### config.mk
export PLATFORM = sky130hd
export DESIGN_NAME = i2s_tdm_tx
export DESIGN_NICKNAME = d
export VERILOG_FILES = /design/src/rtl/audio_pkg.sv /design/src/rtl/sync_fifo.sv /design/src/rtl/i2s_tdm_tx.sv
export SDC_FILE = /design/constraint.sdc
export NUM_CORES = 1
export LEC_CHECK = 0
export ABC_AREA = 1
export BUFFER_PORTS_ARGS = -buffer_cell sky130_fd_sc_hd__buf_4
export CAP_MARGIN = 40
export CORE_ASPECT_RATIO = 1.2
export CORE_MARGIN = 2
export CORE_UTILIZATION = 60
export CTS_CLUSTER_DIAMETER = 50
export DETAILED_ROUTE_END_ITERATION = 6
export PLACE_DENSITY = 0.85
export SLEW_MARGIN = 15
export SYNTH_ARGS = -nofsm -noshare
export SYNTH_HDL_FRONTEND = slang
export SYNTH_SLANG_ARGS = --single-unit
### constraint.sdc
create_clock -name clk -period 4 [get_ports clk]
set_input_delay 0.4 -clock clk [delete_from_list [all_inputs] [get_ports clk]]
set_output_delay 0.4 -clock clk [all_outputs]
set_load 0.05 [all_outputs]
### src/rtl/audio_pkg.sv
// Shared constants, types and helpers for the audio serial transmit path.
package audio_pkg;

    localparam logic MODE_I2S = 1'b0;
    localparam logic MODE_LJ  = 1'b1;

    typedef enum logic {
        ST_IDLE = 1'b0,
        ST_RUN  = 1'b1
    } tx_state_e;

    // Width of a level counter that must hold 0..depth inclusive.
    function automatic int unsigned level_w(input int unsigned depth);
        return $clog2(depth) + 1;
    endfunction

endpackage

### src/rtl/sync_fifo.sv
// Single-clock first-word-fall-through FIFO with registered full/empty and a level count.
module sync_fifo
    import audio_pkg::*;
#(
    parameter  int unsigned WIDTH   = 32,
    parameter  int unsigned DEPTH   = 4,
    localparam int unsigned LEVEL_W = level_w(DEPTH)
) (
    input  logic               clk,
    input  logic               rst,
    input  logic               push,
    input  logic [WIDTH-1:0]   push_data,
    input  logic               pop,
    output logic [WIDTH-1:0]   pop_data_c,
    output logic               empty,
    output logic [LEVEL_W-1:0] level
);

    localparam int unsigned AW = $clog2(DEPTH);

    logic [WIDTH-1:0]   mem [DEPTH];
    logic [AW-1:0]      wr_ptr;
    logic [AW-1:0]      rd_ptr;
    logic               full;
    logic               wr_en;
    logic               rd_en;
    logic [LEVEL_W-1:0] level_nxt;

    assign wr_en      = push & ~full;
    assign rd_en      = pop & ~empty;
    assign pop_data_c = mem[rd_ptr];

    // Level after this cycle's accepted push/pop.
    always_comb begin
        level_nxt = level + LEVEL_W'(wr_en) - LEVEL_W'(rd_en);
    end

    // Storage array; contents need no reset since the pointers gate visibility.
    always_ff @(posedge clk) begin
        if (wr_en) begin
            mem[wr_ptr] <= push_data;
        end
    end

    // Pointers, level and status flags.
    always_ff @(posedge clk) begin
        if (rst) begin
            wr_ptr <= '0;
            rd_ptr <= '0;
            level  <= '0;
            empty  <= 1'b1;
            full   <= 1'b0;
        end else begin
            if (wr_en) begin
                wr_ptr <= wr_ptr + AW'(1);
            end
            if (rd_en) begin
                rd_ptr <= rd_ptr + AW'(1);
            end
            level <= level_nxt;
            empty <= (level_nxt == '0);
            full  <= (level_nxt == LEVEL_W'(DEPTH));
        end
    end

endmodule

### src/rtl/i2s_tdm_tx.sv
// Multi-slot I2S / left-justified serial transmitter fed by a frame FIFO.
module i2s_tdm_tx
    import audio_pkg::*;
#(
    parameter  int unsigned SAMPLE_W   = 16,
    parameter  int unsigned SLOT_W     = 16,
    parameter  int unsigned CHANNELS   = 2,
    parameter  int unsigned FIFO_DEPTH = 4,
    parameter  int unsigned PRESCALE_W = 8,
    localparam int unsigned LEVEL_W    = level_w(FIFO_DEPTH)
) (
    input  logic                         clk,
    input  logic                         rst,
    input  logic                         enable,
    input  logic                         mode,
    input  logic [PRESCALE_W-1:0]        prescaler,
    input  logic                         in_valid,
    output logic                         in_ready,
    input  logic [CHANNELS*SAMPLE_W-1:0] in_data,
    output logic                         sclk,
    output logic                         lrclk,
    output logic                         sdata,
    output logic                         underrun,
    output logic [LEVEL_W-1:0]           fifo_level
);

    localparam int unsigned FRAME_W = CHANNELS * SLOT_W;
    localparam int unsigned DATA_W  = CHANNELS * SAMPLE_W;
    localparam int unsigned BIT_W   = $clog2(FRAME_W);
    localparam int unsigned PAD_W   = SLOT_W - SAMPLE_W;

    tx_state_e            state_q;
    tx_state_e            state_nxt;
    logic                 start_c;
    logic                 run_c;

    logic [PRESCALE_W-1:0] pcnt_q;
    logic [PRESCALE_W-1:0] presc_q;
    logic [PRESCALE_W-1:0] presc_eff_c;
    logic                  mode_q;
    logic [BIT_W-1:0]      bitcnt_q;
    logic [FRAME_W-1:0]    shreg_q;

    logic                  tick_c;
    logic                  fall_c;
    logic                  frame_start_c;
    logic                  push_c;
    logic                  pop_c;
    logic                  fifo_empty;
    logic [DATA_W-1:0]     fifo_data_c;
    logic [DATA_W-1:0]     src_c;
    logic [FRAME_W-1:0]    stream_c;
    logic [BIT_W-1:0]      bit_nxt_c;
    logic [BIT_W-1:0]      lead_c;
    logic [BIT_W-1:0]      lr_idx_c;
    logic                  mode_nxt_c;
    logic                  lr_nxt_c;
    logic [LEVEL_W-1:0]    lvl_nxt_c;

    sync_fifo #(
        .WIDTH (DATA_W),
        .DEPTH (FIFO_DEPTH)
    ) u_fifo (
        .clk        (clk),
        .rst        (rst),
        .push       (push_c),
        .push_data  (in_data),
        .pop        (pop_c),
        .pop_data_c (fifo_data_c),
        .empty      (fifo_empty),
        .level      (fifo_level)
    );

    // Run/idle state register.
    always_ff @(posedge clk) begin
        if (rst) begin
            state_q <= ST_IDLE;
        end else begin
            state_q <= state_nxt;
        end
    end

    // Next state follows enable.
    always_comb begin
        state_nxt = state_q;
        case (state_q)
            ST_IDLE: if (enable)  state_nxt = ST_RUN;
            ST_RUN:  if (!enable) state_nxt = ST_IDLE;
            default: state_nxt = ST_IDLE;
        endcase
    end

    // Control strobes: start on the enable rise, run while enabled afterwards.
    always_comb begin
        start_c = 1'b0;
        run_c   = 1'b0;
        case (state_q)
            ST_IDLE: start_c = enable;
            ST_RUN:  run_c   = enable;
            default: ;
        endcase
    end

    // Bit-clock timing, frame boundaries and FIFO handshake.
    always_comb begin
        presc_eff_c   = (prescaler == '0) ? PRESCALE_W'(1) : prescaler;
        tick_c        = run_c & (pcnt_q == (presc_q - PRESCALE_W'(1)));
        fall_c        = tick_c & sclk;
        frame_start_c = start_c | (fall_c & (bitcnt_q == BIT_W'(FRAME_W - 1)));
        pop_c         = frame_start_c & ~fifo_empty;
        push_c        = in_valid & in_ready;
        lvl_nxt_c     = fifo_level + LEVEL_W'(push_c) - LEVEL_W'(pop_c);
    end

    // Lay the popped frame out as one MSB-first stream, slot 0 first, zero padded.
    always_comb begin
        src_c    = pop_c ? fifo_data_c : '0;
        stream_c = '0;
        for (int c = 0; c < CHANNELS; c++) begin
            stream_c[FRAME_W-1-c*SLOT_W -: SLOT_W] = SLOT_W'(src_c[c*SAMPLE_W +: SAMPLE_W]) << PAD_W;
        end
    end

    // Word select for the bit about to be driven; I2S looks one bit ahead.
    always_comb begin
        if (frame_start_c) begin
            bit_nxt_c = '0;
        end else if (fall_c) begin
            bit_nxt_c = bitcnt_q + BIT_W'(1);
        end else begin
            bit_nxt_c = bitcnt_q;
        end
        mode_nxt_c = frame_start_c ? mode : mode_q;
        lead_c     = (bit_nxt_c == BIT_W'(FRAME_W - 1)) ? '0 : bit_nxt_c + BIT_W'(1);
        lr_idx_c   = (mode_nxt_c == MODE_LJ) ? bit_nxt_c : lead_c;
        lr_nxt_c   = (lr_idx_c >= BIT_W'(FRAME_W / 2));
    end

    // Serial datapath: prescaler, bit counter, shift register and pins.
    always_ff @(posedge clk) begin
        if (rst) begin
            pcnt_q   <= '0;
            presc_q  <= PRESCALE_W'(1);
            mode_q   <= MODE_I2S;
            bitcnt_q <= '0;
            shreg_q  <= '0;
            sclk     <= 1'b0;
            lrclk    <= 1'b0;
            sdata    <= 1'b0;
            underrun <= 1'b0;
        end else if (start_c | run_c) begin
            underrun <= frame_start_c & fifo_empty;
            if (start_c) begin
                pcnt_q <= '0;
                sclk   <= 1'b0;
            end else if (tick_c) begin
                pcnt_q <= '0;
                sclk   <= ~sclk;
            end else begin
                pcnt_q <= pcnt_q + PRESCALE_W'(1);
            end
            if (frame_start_c) begin
                presc_q <= presc_eff_c;
                mode_q  <= mode;
                sdata   <= stream_c[FRAME_W-1];
                shreg_q <= stream_c << 1;
            end else if (fall_c) begin
                sdata   <= shreg_q[FRAME_W-1];
                shreg_q <= shreg_q << 1;
            end
            if (frame_start_c | fall_c) begin
                bitcnt_q <= bit_nxt_c;
                lrclk    <= lr_nxt_c;
            end
        end else begin
            pcnt_q   <= '0;
            bitcnt_q <= '0;
            sclk     <= 1'b0;
            lrclk    <= 1'b0;
            sdata    <= 1'b0;
            underrun <= 1'b0;
        end
    end

    // Ready reflects the level after this cycle so a full FIFO is never overrun.
    always_ff @(posedge clk) begin
        if (rst) begin
            in_ready <= 1'b0;
        end else begin
            in_ready <= (lvl_nxt_c != LEVEL_W'(FIFO_DEPTH));
        end
    end

endmodule

==> impl_metrics.py <==
metrics = {
    "global_routing": {
        "grt_max_degree": 96,
        "grt_pass1_vias": 5780,
        "grt_pass1_wl_microns": 27600,
        "overflow": 0,
        "track_usage_pct": 23.6,
        "grt_antenna_before_repair": 0,
    },
    "power_and_ir_drop": {
        "max-vdd-ir-drop_uv": 337,
        "p_leak_nw": 3.75,
        "power.total_mw": 4.77,
        "power_density_nw_per_um2": 497,
    },
    "synth": {
        "synth-compound-area-share_pct": 11.9,
        "synth_cell_type_count": 38,
        "ys_seq_area_share_pct": 62.2,
        "synth_ff_type": "edfxtp_1",
        "syn_avg_cell_area_sq_um": 10.3,
        "synth_fa_ha_area_share_pct": 2.11,
        "yosys_warnings": 0,
        "synth-xor-area-share_pct": 0.935,
        "synthCells": 815,
        "synth_area_leaders": "edfxtp_1, dfxtp_1, a21oi_1",
        "synth.top_cell.area_share_pct": 45.6,
        "syn_nets": 873,
        "ys_async_sr_fraction_pct": 0,
        "yosys.area_share.simple_pct": 16.3,
        "synth_seq_cells": 198,
        "synth_edf_count": 128,
        "synth_area_sq_um": 8430,
        "synth_top_family_by_area": "simple AND/OR/NAND/NOR gates",
        "yosys.area.top_type": "edfxtp_1",
        "muxShareOfSynthArea_pct": 0,
    },
    "sta": {
        "rsz0062_at_grt": "no",
        "period_minus_slack_ns": 3.30,
        "setup_ws_ns": 0.701,
        "slew_headroom_pct": 43.2,
        "period_share_pct": 82.5,
        "finalSetupViolCount": 0,
        "fin_tns_setup_ns": 0,
        "whs_ns": 0.159,
        "tightest_slew_ns": 0.853,
        "skew_ns": 0.00710,
        "finalHoldViolCount": 0,
        "max_freq_mhz": 303,
        "report.final.slew_viol_count": 0,
    },
    "cts": {
        "cts_root_buffer": "clkbuf_16",
        "ctsResizeCount": 0,
        "clkSinkCount": 198,
        "ctsLongestPathBuffers": 2,
        "cts_tree": "built",
        "cts_htree_levels": 4,
        "clk_pin_slew_ns": 0.07,
        "post-cts-setup-buffer-count": 0,
        "numCtsBuffers": 17,
        "clkLatencyLatePin_ns": 0.44,
        "ctsHoldBuffers": 0,
    },
    "drt": {
        "dr.pass1.iters": 5,
        "vias": 5932,
        "drc": 0,
        "drt-initial-drc-count": 577,
        "drt-vias-per-instance": 5.68,
        "wl_per_cell_microns": 16.5,
        "ant_nets": 0,
        "postRouteWirelength_microns": 17200,
    },
    "final_layout": {
        "nets": 918,
        "antenna_cells": 0,
        "regArea_sq_um": 5250,
        "fin_cells": 1044,
        "drive_gt1_share_pct": 16.5,
        "nFillCells": 975,
        "final_util_pct": 69.7,
        "final_cell_mix": "nand2_1, edfxtp_1, a21oi_1",
        "final_area_sq_um": 9590,
        "multi_input_area_sq_um": 2650,
        "area_delta_synth_final_pct": 13.8,
        "layout_commonest_cell": "nand2_1",
    },
    "worst_setup_path": {
        "end_kind": "flop",
        "critical_path_arrival_ns": 3.68,
        "cp_max_fo": 36,
        "startpoint_type": "flop",
        "crit_chain": "inv_2, ha_1, nand2_1, nor2_1, nand2_1, nand3_1, nand2_2, nor2_4, nand3_4, nand2_4, nand2_4, nor2_8, buf_4, inv_1, nor2_1, fa_1, o21ai_0, o31ai_1, inv_1",
        "crit_slowest_cell": "buf_4",
        "critPathKind": "flop to flop",
        "cp.required_ns": 4.38,
        "cpPeakStageDelay_ns": 0.47,
    },
    "floorplan": {
        "core.rowCount": 47,
        "core_sq_um": 13800,
        "die_y_microns": 134,
        "start_util_pct": 61.3,
        "die_x_microns": 112,
        "dieArea_sq_um": 15000,
        "io_pins": 53,
    },
    "placed_design": {
        "place_hpwl_microns": 10200,
        "dp_slack_ns": 0.812,
        "place_congestion": 0.848,
        "place_inst": 1012,
        "placed_area_sq_um": 8980,
        "portBuffers": 52,
    },
    "job": {
        "maxCapViolCount": 0,
    },
    "hold_path": {
        "min_path_type": "input pin to flop",
    },
    "outcome": {
        "outcome": "finished clean",
    },
}
==> kinds of logic after synthesis <==
kind of cell             Yosys count
XOR/XNOR                           9
AO/OA/AOI/OAI                    193
adder cells (fa/ha/maj)           13
AND/OR/NAND/NOR                  273
buffers and inverters            129
flip-flops                       198
==> layer usage <==
layer	up-vias	share of wire (%)	global-route usage, %
met5	-	0	0
met4	0	2.9	11.2
met3	52	5.0	4.79
met2	204	53	42.3
met1	2805	39	26.9
li1	2871	-	-
==> synthesized netlist by cell type, types with 6 or more instances <==
cell / number
nand2_1: 131
nor2_1: 39
edfxtp_1: 128
dfxtp_1: 70
o21ai_0: 78
buf_1: 6
xor2_1: 7
nand3_2: 29
inv_1: 86
a21oi_1: 103
ha_1: 11
nand3_1: 48
clkbuf_1: 24
nand4_1: 8
==> sequential cells by signal (all words and copies together) (netlist names), named ones only <==
name	count
shreg_q	31
bitcnt_q	5
mode_q	1
u_fifo.wr_ptr	2
state_q	1
underrun	1
u_fifo.rd_ptr	2
in_ready	1
u_fifo.full	1
presc_q	8
pcnt_q	8
u_fifo.empty	1
sclk	1
u_fifo.level	3
u_fifo.mem	128
lrclk	1
sdata	1
==> cell type report <==
class,count,share of cell area (%)
clock inverter,5,0.587
multi-input combinational,488,27.6
inverter,91,3.56
clock buffer,27,5.79
sequential,198,54.7
tap,171,2.23
timing repair buffer,64,5.56
==> final timing paths <==
| kind | depth (start not counted) | to | slack, ns | from |
|---|---|---|---|---|
| setup / recovery | 19 | in_ready | 0.70 | presc_q[0] |
| hold reg to reg | 2 | sclk | 0.50 | state_q |
| hold / removal | 1 | u_fifo.mem[1][22] | 0.16 | in_data[22] |
| setup reg to reg | 19 | in_ready | 0.70 | presc_q[0] |
==> report_power, final <==
part	total [mW]	switching, mW	internal, mW
logic	0.615	0.420	0.195
clock network	1.73	0.710	1.02
registers	2.43	0.0752	2.36
==> critical path, delay by kind of cell, from the launching register on <==
family                   cells  cell delay [ns]
AO/OA/AOI/OAI                2             0.17
adder cells (fa/ha/maj)      2             0.70
AND/OR/NAND/NOR             11             1.25
buffers and inverters        4             0.79
flip-flops                   1             0.33
(Power assumes the default switching activity.)
